===== src/rtl/video_timing_gen.sv =====
// Raster timing generator for the HDMI pixel clock domain.
// Produces registered syncs, data enable, coordinates and strobes from free-running h/v counters.
module video_timing_gen #(
    parameter int H_ACTIVE = 640,
    parameter int H_FP     = 16,
    parameter int H_SYNC   = 96,
    parameter int H_BP     = 48,
    parameter int V_ACTIVE = 480,
    parameter int V_FP     = 10,
    parameter int V_SYNC   = 2,
    parameter int V_BP     = 33,
    parameter bit HS_POL   = 1'b0,
    parameter bit VS_POL   = 1'b0,
    parameter int CW       = 12
) (
    input  logic          clk,
    input  logic          rst_n,
    input  logic          pll_lock,
    output logic          hs,
    output logic          vs,
    output logic          de,
    output logic [CW-1:0] pix_x,
    output logic [CW-1:0] pix_y,
    output logic          line_start,
    output logic          frame_start,
    output logic [7:0]    frame_cnt,
    output logic          run
);

    localparam int H_TOTAL = H_ACTIVE + H_FP + H_SYNC + H_BP;
    localparam int V_TOTAL = V_ACTIVE + V_FP + V_SYNC + V_BP;

    localparam logic [CW-1:0] H_LAST   = CW'(H_TOTAL - 1);
    localparam logic [CW-1:0] V_LAST   = CW'(V_TOTAL - 1);
    localparam logic [CW-1:0] H_ACT    = CW'(H_ACTIVE);
    localparam logic [CW-1:0] V_ACT    = CW'(V_ACTIVE);
    localparam logic [CW-1:0] HS_START = CW'(H_ACTIVE + H_FP);
    localparam logic [CW-1:0] HS_END   = CW'(H_ACTIVE + H_FP + H_SYNC);
    localparam logic [CW-1:0] VS_START = CW'(V_ACTIVE + V_FP);
    localparam logic [CW-1:0] VS_END   = CW'(V_ACTIVE + V_FP + V_SYNC);

    logic          lock_meta;
    logic          active;
    logic          first_done;
    logic [CW-1:0] h_cnt;
    logic [CW-1:0] v_cnt;
    logic          de_d;
    logic          hs_d;
    logic          vs_d;
    logic          ls_d;
    logic          fs_d;

    // Gating on both synchronizer stages lets the raster stop on the very edge run falls.
    assign active = run & lock_meta;

    always_ff @(posedge clk or negedge rst_n) begin
        if (!rst_n) begin
            lock_meta <= 1'b0;
            run       <= 1'b0;
        end else begin
            lock_meta <= pll_lock;
            run       <= lock_meta;
        end
    end

    always_ff @(posedge clk or negedge rst_n) begin
        if (!rst_n) begin
            h_cnt <= '0;
            v_cnt <= '0;
        end else if (!active) begin
            h_cnt <= '0;
            v_cnt <= '0;
        end else if (h_cnt == H_LAST) begin
            h_cnt <= '0;
            v_cnt <= (v_cnt == V_LAST) ? '0 : v_cnt + 1'b1;
        end else begin
            h_cnt <= h_cnt + 1'b1;
        end
    end

    always_comb begin
        de_d = active && (h_cnt < H_ACT) && (v_cnt < V_ACT);
        hs_d = active && (h_cnt >= HS_START) && (h_cnt < HS_END);
        vs_d = active && (v_cnt >= VS_START) && (v_cnt < VS_END);
        ls_d = active && (h_cnt == '0);
        fs_d = ls_d && (v_cnt == '0);
    end

    // The first frame_start after a (re)start is not a completed frame, so it only arms first_done.
    always_ff @(posedge clk or negedge rst_n) begin
        if (!rst_n) begin
            de          <= 1'b0;
            hs          <= ~HS_POL;
            vs          <= ~VS_POL;
            pix_x       <= '0;
            pix_y       <= '0;
            line_start  <= 1'b0;
            frame_start <= 1'b0;
            frame_cnt   <= 8'd0;
            first_done  <= 1'b0;
        end else begin
            de          <= de_d;
            hs          <= hs_d ? HS_POL : ~HS_POL;
            vs          <= vs_d ? VS_POL : ~VS_POL;
            pix_x       <= de_d ? h_cnt : '0;
            pix_y       <= de_d ? v_cnt : '0;
            line_start  <= ls_d;
            frame_start <= fs_d;
            first_done  <= active & (first_done | fs_d);
            if (fs_d && first_done) begin
                frame_cnt <= frame_cnt + 8'd1;
            end
        end
    end

endmodule


===== config.mk =====
export PLATFORM = sky130hd
export DESIGN_NAME = video_timing_gen
export DESIGN_NICKNAME = d
export VERILOG_FILES = /design/src/rtl/video_timing_gen.sv
export SDC_FILE = /design/constraint.sdc
export NUM_CORES = 1
export LEC_CHECK = 0
export CORE_MARGIN = 3
export CORE_UTILIZATION = 53
export DETAILED_ROUTE_END_ITERATION = 8
export MAX_ROUTING_LAYER = met4
export PLACE_DENSITY_LB_ADDON = 0.12
export SLEW_MARGIN = 30
export SYNTH_ARGS = -nofsm -noshare
export SYNTH_HDL_FRONTEND = slang
export SYNTH_SLANG_ARGS = --single-unit

===== constraint.sdc =====
create_clock -name clk -period 2.4 [get_ports clk]
set_input_delay 0.24 -clock clk [delete_from_list [all_inputs] [get_ports clk]]
set_output_delay 0.24 -clock clk [all_outputs]
set_load 0.1 [all_outputs]

=== Word level (Yosys, flattened, before mapping) ===
Cells that the tools add are included.

* Add/sub/neg operators: 3
* $lt $le $gt $ge: 6
* Equal/unequal tests: 3
* Muxes and demuxes: 9
* Bitwise gates (word level): 3
* Reductions and logical operators: 11

{| class="wikitable"
|+ Operator list
! kind !! count
|-
| 2-to-1 mux 12 bit || 7
|-
| adder 12 x 1 -> 12 bit, second input constant || 2
|-
| equality test 12 x 10 -> 1 bit, second input constant || 2
|-
| zero test 12 bit || 2
|-
| less-than comparator 12 x 10 -> 1 bit, second input constant || 2
|-
| less-than comparator 12 x 9 -> 1 bit, second input constant || 2
|-
| >= comparator 12 x 10 -> 1 bit, second input constant || 1
|-
| >= comparator 12 x 9 -> 1 bit, second input constant || 1
|-
| logical AND 1 bit || 9
|-
| adder 8 x 1 -> 8 bit, second input constant || 1
|-
| AND 1 bit || 2
|-
| 2-to-1 mux 1 bit || 2
|-
| != test 2 x 1 -> 1 bit, second input constant || 1
|-
| bitwise OR 1 bit || 1
|}

* Register bits: 64
* Input port bits: 3
* Output and inout port bits: 38
* Word-level logic and storage cells: 48

=== Longest topological paths before layout ===
Gate-level depths: netlist (run 1).

* Depth after elaboration: 5
* Mapped depth: 8
* Depth with buffers taken out: 7

=== Least setup slack after synthesis (run 1) ===
No wires, ideal clock.

* Path kind: register to register
* Start: register run
* End: register frame_cnt[3]
* Library setup time: 159 ps
* Arrival time: 2065 ps
* Data required time: 2241 ps
* Setup slack: 176 ps
* Cell stages (with the launch flop): 7
* Buffers on the path: 1
* Period minus slack after synthesis: 2224 ps
* Cell sequence: dfrtp_1 nor4bb_1 and4_2 and3_1 buf_6 nand4_1 xnor2_1

* Word-level cells in the longest chain between the ends: 4

{| class="wikitable"
|+ Ends and longest elaborated chain
! item !! RTL line !! RTL
|-
| start: declaration || 27 || <nowiki>output logic run</nowiki>
|-
| start signal: assignment || 62 || <nowiki>run <= lock_meta;</nowiki>
|-
| AND 1 bit || 54 || <nowiki>assign active = run & lock_meta;</nowiki>
|-
| logical AND 1 bit || 85 || <nowiki>ls_d = active && (h_cnt == '0);</nowiki>
|-
| via ls_d || 50 || <nowiki>logic ls_d;</nowiki>
|-
| logical AND 1 bit || 86 || <nowiki>fs_d = ls_d && (v_cnt == '0);</nowiki>
|-
| logical AND 1 bit || 110 || <nowiki>if (fs_d && first_done) begin</nowiki>
|-
| end signal: assignment || 111 || <nowiki>frame_cnt <= frame_cnt + 8'd1;</nowiki>
|-
| end: declaration || 26 || <nowiki>output logic [7:0] frame_cnt,</nowiki>
|}

The timed path passes the listed nets, and every way through them passes these cells.
A chain may end at the register's enable or synchronous reset.

=== Final worst setup path (run 1) ===
* Start: register h_cnt[0]
* End: register v_cnt[4]

* Word-level cells in the longest chain between the ends: 2

{| class="wikitable"
|+ Ends and longest elaborated chain
! item !! RTL line !! RTL
|-
| start: declaration || 45 || <nowiki>logic [CW-1:0] h_cnt;</nowiki>
|-
| start signal: assignment || 77 || <nowiki>h_cnt <= h_cnt + 1'b1;</nowiki>
|-
| equality test 12 x 10 -> 1 bit || 73 || <nowiki>end else if (h_cnt == H_LAST) begin</nowiki>
|-
| != test 2 x 1 -> 1 bit (no source line) || - ||
|-
| end signal: assignment || 75 || <nowiki>v_cnt <= (v_cnt == V_LAST) ? '0 : v_cnt + 1'b1;</nowiki>
|-
| end: declaration || 46 || <nowiki>logic [CW-1:0] v_cnt;</nowiki>
|}

Every way passes these cells.

==> reports/summary.txt, run 1 <==
Outcome: finished clean
WP data required: 2.62 ns
Overall die height: 77.71 um
Reg power frac: 49.5%
Clock latency on the worst-skew pair: 0.34 ns
Top-count cell post-synth: dfrtp_1
Post-synth top area cell: dfrtp_1
H-tree level count: 3
Crit-path cells: ha_1 -> nand4_1 -> or4_1 -> nand2b_4 -> nand2_4 -> nor2_1
Cell Rows: 25
Hold path cells: 1
Seq/Total Area, Yosys: 58.86%
Setup TNS: 0 ns
Total chip power: 2.274 mW
Worst-path maximum fanout: 9
Hold path startpoint: pll_lock
CTS resizes: 0
Root buffer cell: clkbuf_8
Final antenna-violating net count: 0
Die ar.: 6038 um^2
Tightest Pin Transition: 0.7112 ns
Arr. time, crit path: 2.25 ns
CP Capture Type: flip-flop
Remaining global-route overflow: 0
PD cells: 688.8 nW/um^2
Antenna violations before repair: 0
Antenna diodes: 0
Synth async-reset ratio: 100.0%
HPWL Detailed: 3.464 mm
Synth Cell Area: 2725 um^2
R2R depth: 6
Slew headroom: 52.58%
Vias in the first global route: 1788
Clock power share: 39.2%
# setup viols final: 0
Critical R2R Capture: v_cnt[4]
Max-slew violations: 0
Routed WL per cell: 13.74 um
Worst path slowest cell: or4_1
Die span in x: 77.71 um
Area share of the largest cell type after synthesis: 56.93%
Worst-case clock buffer depth: 2
Gate Count Post-Synth: 238
Hold endpoint: lock_meta
Max Cap Viol: 0
Pint: 1.631 mW
Switching Share: 28.30%
FMAX: 0.4922 GHz
Synthesis-to-finish area growth: 21.17%
Placer Congestion: 0.8928
Core area: 4848 um^2
EDFF count, synth: 0
CTS tree: built
Area contributors post-synth: dfrtp_1 (57%), and2_1 (5.1%), nor2_1 (4.3%)
GRT Total Usage: 18.93%
Clk sinks: 64
Nets@finish: 296
Residual DRC count: 0
Yosys warns: 0
Routed wire length: 4.946 mm
Via density per instance: 5.078
Share of post-route cells with drive strength above 1: 24.57%
RSZ-0062 raised after global routing: false
Drt first pass iters: 4
Hold Slack: 0.3380 ns
Port bufs: 40
Reg2Reg Setup Slack: 0.37 ns
Largest stage delay, worst path: 0.65 ns
Worst-path clk slew: 0.08 ns
Crit path kind: reg -> reg
Critical path launch point type: flip-flop
Num CTS Buffers: 9
VDD IR max: 0.0004438 V
Most frequent cells after synthesis: dfrtp_1 (62), nor2_1 (31), and2_1 (22)
Yosys cell types: 40
Initial Util: 56.21%
Top FF cell, synth: dfrtp_1
Via count: 1828
DRT iter0 DRCs: 83
Worst clock skew: 0.01125 ns
IO Pins: 41
Avg Inst Size Synth: 11.45 um^2
Fin crit share: 84.66%
First-pass GRT wire length: 8.500 mm
Min Tclk post-route: 2.032 ns
Seq cells post-synth: 64
Worst min-delay path category: in -> reg
Largest net degree at the start of global routing: 34
Switch Pwr: 643.7 uW
Comb power frac: 11.3%
FF-to-FF Start: h_cnt[0]
Final hold violation count: 0
P_leak: 1.603 nW
worst max-delay path, delay by kind of cell (launching register included):
kind                     cells  cell delay (ns)
AND/OR/NAND/NOR              5             1.28
flip-flops                   1             0.42
adder cells (fa/ha/maj)      1             0.23
flip-flops by register name, summed over array words and instances, names as in the netlist:
register / cells
first_done: 1
pix_y: 12
de: 1
line_start: 1
hs: 1
run: 1
frame_cnt: 8
h_cnt: 12
lock_meta: 1
v_cnt: 12
frame_start: 1
vs: 1
pix_x: 12
routing by layer:
layer	global-route usage (%)	part of all wire, %	up-vias
met4	6.940	1.2	0
met5	-	0	-
met3	6.497	5.8	7
met2	26.71	45	47
li1	-	-	891
met1	25.43	48	883
metrics by stage:
stage | setup slack [ns] | cell area, um^2 | instances | util, %
final | 0.3681 | 3302 | 360 | 68.10
after global routing | 0.2434 | 3302 | 360 | 68.10
after CTS | 0.3693 | 3302 | 360 | 68.10
after detailed placement | 0.3880 | 3095 | 343 | 63.85
after global placement | 0.4223 | 3095 | 343 | 63.85
after floorplan | 0.1759 | 2740 | 242 | -
worst max path at each step:
| stage | depth (start not counted) | start | to | slack, ns |
|---|---|---|---|---|
| floorplan | 6 | run | frame_cnt[3] | 0.18 |
| finish | 6 | h_cnt[0] | v_cnt[4] | 0.37 |
| CTS | 6 | h_cnt[0] | v_cnt[4] | 0.37 |
| global placement | 4 | v_cnt[8] | frame_cnt[1] | 0.42 |
| global route | 6 | h_cnt[0] | v_cnt[5] | 0.24 |
| detailed placement | 6 | h_cnt[0] | v_cnt[4] | 0.39 |
power groups by stage:
stage / Clock, mW / Sequential [mW] / Combinational, mW
after floorplan: 0 / 1.29 / 0.0377
after detailed placement: 0 / 1.15 / 0.258
after CTS: 0.918 / 1.13 / 0.259
after global placement: 0 / 1.15 / 0.255
final: 0.892 / 1.13 / 0.256
after global routing: 0.970 / 1.13 / 0.272
cell families after synthesis:
family	Yosys count	synth area share [%]
simple gates	118	24.61
flops	64	58.86
xor+xnor	26	8.356
buf+inv	17	3.582
compound gates	6	1.745
fa+ha+maj	5	2.296
other cells	1	0.1376
mux	1	0.4132
layout by cell type, fill, tap and decap left out, types with 2 or more instances in the layout:
| cell | count |
|---|---|
| clkbuf_8 | 9 |
| xor2_1 | 13 |
| and2_1 | 22 |
| dfrtp_1 | 62 |
| conb_1 | 5 |
| xnor2_1 | 13 |
| ha_1 | 5 |
| or2_2 | 2 |
| and3_1 | 10 |
| clkinvlp_4 | 2 |
| buf_4 | 41 |
| nand4_1 | 10 |
| clkinv_4 | 2 |
| nor3_1 | 6 |
| or3_1 | 2 |
| nor2_1 | 31 |
| or4_1 | 2 |
| nor4_1 | 2 |
| nand2_1 | 10 |
| clkinv_2 | 2 |
| nand3_1 | 9 |
| a21oi_1 | 2 |
| inv_1 | 7 |
| dfstp_2 | 2 |
area by class of cell:
| class | instances | area [um^2] |
|---|---|---|
| well taps | 67 | 83.83 |
| multi-input cells | 161 | 1039 |
| flip-flops and latches | 64 | 1604 |
| fillers | 378 | 1546 |
| clock inverters | 7 | 72.57 |
| clock buffers | 9 | 123.9 |
| inverters | 7 | 26.28 |
| repair buffers | 45 | 352.8 |
repair_timing:
| item | CTS | global route |
|---|---|---|
| hold buffers | 1 | 0 |
| setup buffers | 0 | 0 |
| endpoints found under the hold margin | 31 | 0 |
No activity file was read; power rests on OpenSTA's default activity.
==> inputs of run 2 (changes only) <==
Settings changed: CORE_UTILIZATION 53 to 48.
Clock period 2.4 ns to 1.7 ns, I/O delays scaled along.
==> reports/summary.txt, run 2 (synthesized netlist as in run 1, its figures left out) <==
FF-to-FF Start: h_cnt[7] (was h_cnt[0])
Crit-path cells: or3_4 -> o41ai_4 -> buf_4 -> nand4_1 -> xor2_1 -> nor2_1 (was ha_1 -> nand4_1 -> or4_1 -> nand2b_4 -> nand2_4 -> nor2_1)
P_leak: 1.924 nW (was 1.603 nW)
Met2 Usage GRT: 32.17% (was 26.71%)
Critical R2R Capture: v_cnt[8] (was v_cnt[4])
Worst clock skew: 0.009233 ns (was 0.01125 ns)
Routed WL per cell: 14.87 um (was 13.74 um)
Port bufs: 40 (unchanged)
R2R depth: 6 (unchanged)
Cell Rows: 26 (was 25)
Share of post-route cells with drive strength above 1: 42.23% (was 24.57%)
Worst-path clk slew: 0.07 ns (was 0.08 ns)
Max Cap Viol: 0 (unchanged)
IO Pins: 41 (unchanged)
Antenna diodes: 0 (unchanged)
Clock latency on the worst-skew pair: 0.34 ns (about the same)
Worst min-delay path category: in -> reg (unchanged)
Critical path launch point type: flip-flop (unchanged)
HPWL Detailed: 3.811 mm (was 3.464 mm)
Worst-path maximum fanout: 5 (was 9)
Global route hottest layer: met2 (unchanged)
Final worst slack: -0.2233 ns (was 0.3681 ns)
Largest net degree at the start of global routing: 65 (was 34)
Num CTS Buffers: 9 (unchanged)
DRT iter0 DRCs: 108 (was 83)
M3 GR Usage: 3.880% (was 6.497%)
GRT Total Usage: 21.18% (was 18.93%)
Final hold violation count: 0 (unchanged)
Failing checks: setup timing
Setup TNS: -3.627 ns (was 0 ns)
Worst path slowest cell: or3_4 (was or4_1)
Core area: 5303 um^2 (was 4848 um^2)
Die ar.: 6617 um^2 (was 6038 um^2)
Arr. time, crit path: 2.15 ns (was 2.25 ns)
RSZ-0062 raised after global routing: true (was false)
Drt first pass iters: 4 (unchanged)
Reg2Reg Setup Slack: -0.22 ns (was 0.37 ns)
Die span in x: 81.35 um (was 77.71 um)
Max-slew violations: 0 (unchanged)
Remaining global-route overflow: 0 (unchanged)
Min Tclk post-route: 1.923 ns (was 2.032 ns)
Final antenna-violating net count: 0 (unchanged)
Worst Setup EP: v_cnt[8] (was v_cnt[4])
Hold Slack: 0.2723 ns (was 0.3380 ns)
CP Capture Type: flip-flop (unchanged)
VDD IR max: 0.0006471 V (was 0.0004438 V)
Met1 GRT Util: 26.57% (was 25.43%)
Root buffer cell: clkbuf_8 (unchanged)
CTS tree: built (unchanged)
Fin crit share: 113.1% (was 84.66%)
Nets@finish: 344 (was 296)
PD cells: 882.7 nW/um^2 (was 688.8 nW/um^2)
CP startpoint: h_cnt[7] (was h_cnt[0])
Overall die height: 81.35 um (was 77.71 um)
Highest-count cells in the layout ignoring fill and taps: buf_4 (72), dfrtp_1 (61), nor2_1 (29) (was dfrtp_1 (62), buf_4 (41), nor2_1 (31))
FMAX: 0.5199 GHz (was 0.4922 GHz)
First-pass GRT wire length: 10.01 mm (was 8.500 mm)
Total chip power: 3.520 mW (was 2.274 mW)
Synthesis-to-finish area growth: 46.33% (was 21.17%)
H-tree level count: 3 (unchanged)
Clk sinks: 64 (unchanged)
Largest stage delay, worst path: 0.42 ns (was 0.65 ns)
# setup viols final: 40 (was 0)
Via count: 2094 (was 1828)
Crit path kind: reg -> reg (unchanged)
Routed wire length: 6.110 mm (was 4.946 mm)
Via density per instance: 5.095 (was 5.078)
Most common cell after layout, fill and taps aside: buf_4 (was dfrtp_1)
Initial Util: 51.39% (was 56.21%)
Placer Congestion: 0.8758 (was 0.8928)
Outcome: finished, violations left (was finished clean)
Vias in the first global route: 2101 (was 1788)
Antenna violations before repair: 0 (unchanged)
Worst-case clock buffer depth: 2 (unchanged)
Residual DRC count: 0 (unchanged)
WP data required: 1.92 ns (was 2.62 ns)
-- run 2: worst max-delay path, delay by kind of cell, from the launching register on --
family | cells | cell delay [ns]
flops | 1 | 0.39
xor+xnor | 1 | 0.18
compound gates | 1 | 0.42
simple gates | 3 | 0.60
buf+inv | 1 | 0.23
-- run 2: report_power, final --
| group | total, mW | switching [mW] | internal, mW | leakage (nW) |
|---|---|---|---|---|
| Combinational | 0.454 | 0.309 | 0.145 | 0.946 |
| Sequential | 1.60 | 0.0446 | 1.56 | 0.864 |
| Clock | 1.47 | 0.560 | 0.905 | 0.114 |
-- run 2: per-layer routing --
layer,up-vias,share of wire (%)
met5,-,0
met4,0,4.6
met3,34,5.7
met2,78,46
met1,994,43
li1,988,-
-- run 2: cell type report --
type	instances	area [um^2]
flip-flops and latches	64	1608
fillers	348	1315
multi-input cells	162	1189
repair buffers	92	853.3
clock buffers	13	158.9
well taps	70	87.58
clock inverters	3	65.06
inverters	7	26.28
-- run 2: through the flow --
stage	cell area, um^2	worst slack (ns)	cells	util [%]
floorplan	2778	-0.1329	242	-
global placement	3533	-0.1276	383	66.64
detailed placement	3533	-0.1932	383	66.64
CTS	3910	-0.1614	410	73.74
global route	3988	-0.2953	411	75.20
finish	3988	-0.2233	411	75.20
-- run 2: how the worst min path moves through the flow --
stage | start | to | cells after the start
after floorplan | rst_n | de | 0
final | pll_lock | lock_meta | 1
after detailed placement | rst_n | pix_y[10] | 2
after global routing | pll_lock | lock_meta | 1
after global placement | rst_n | pix_x[10] | 2
after CTS | pll_lock | lock_meta | 1
-- run 2: timing repair --
action                                  4_1_cts  5_1_grt
buffers inserted                              8        2
pin swaps                                     7       13
endpoints found under the hold margin        62        0
endpoints found under the setup margin       39       41
gates resized for setup                      19       19
hold buffers                                  1        0
gates cloned                                  2        1
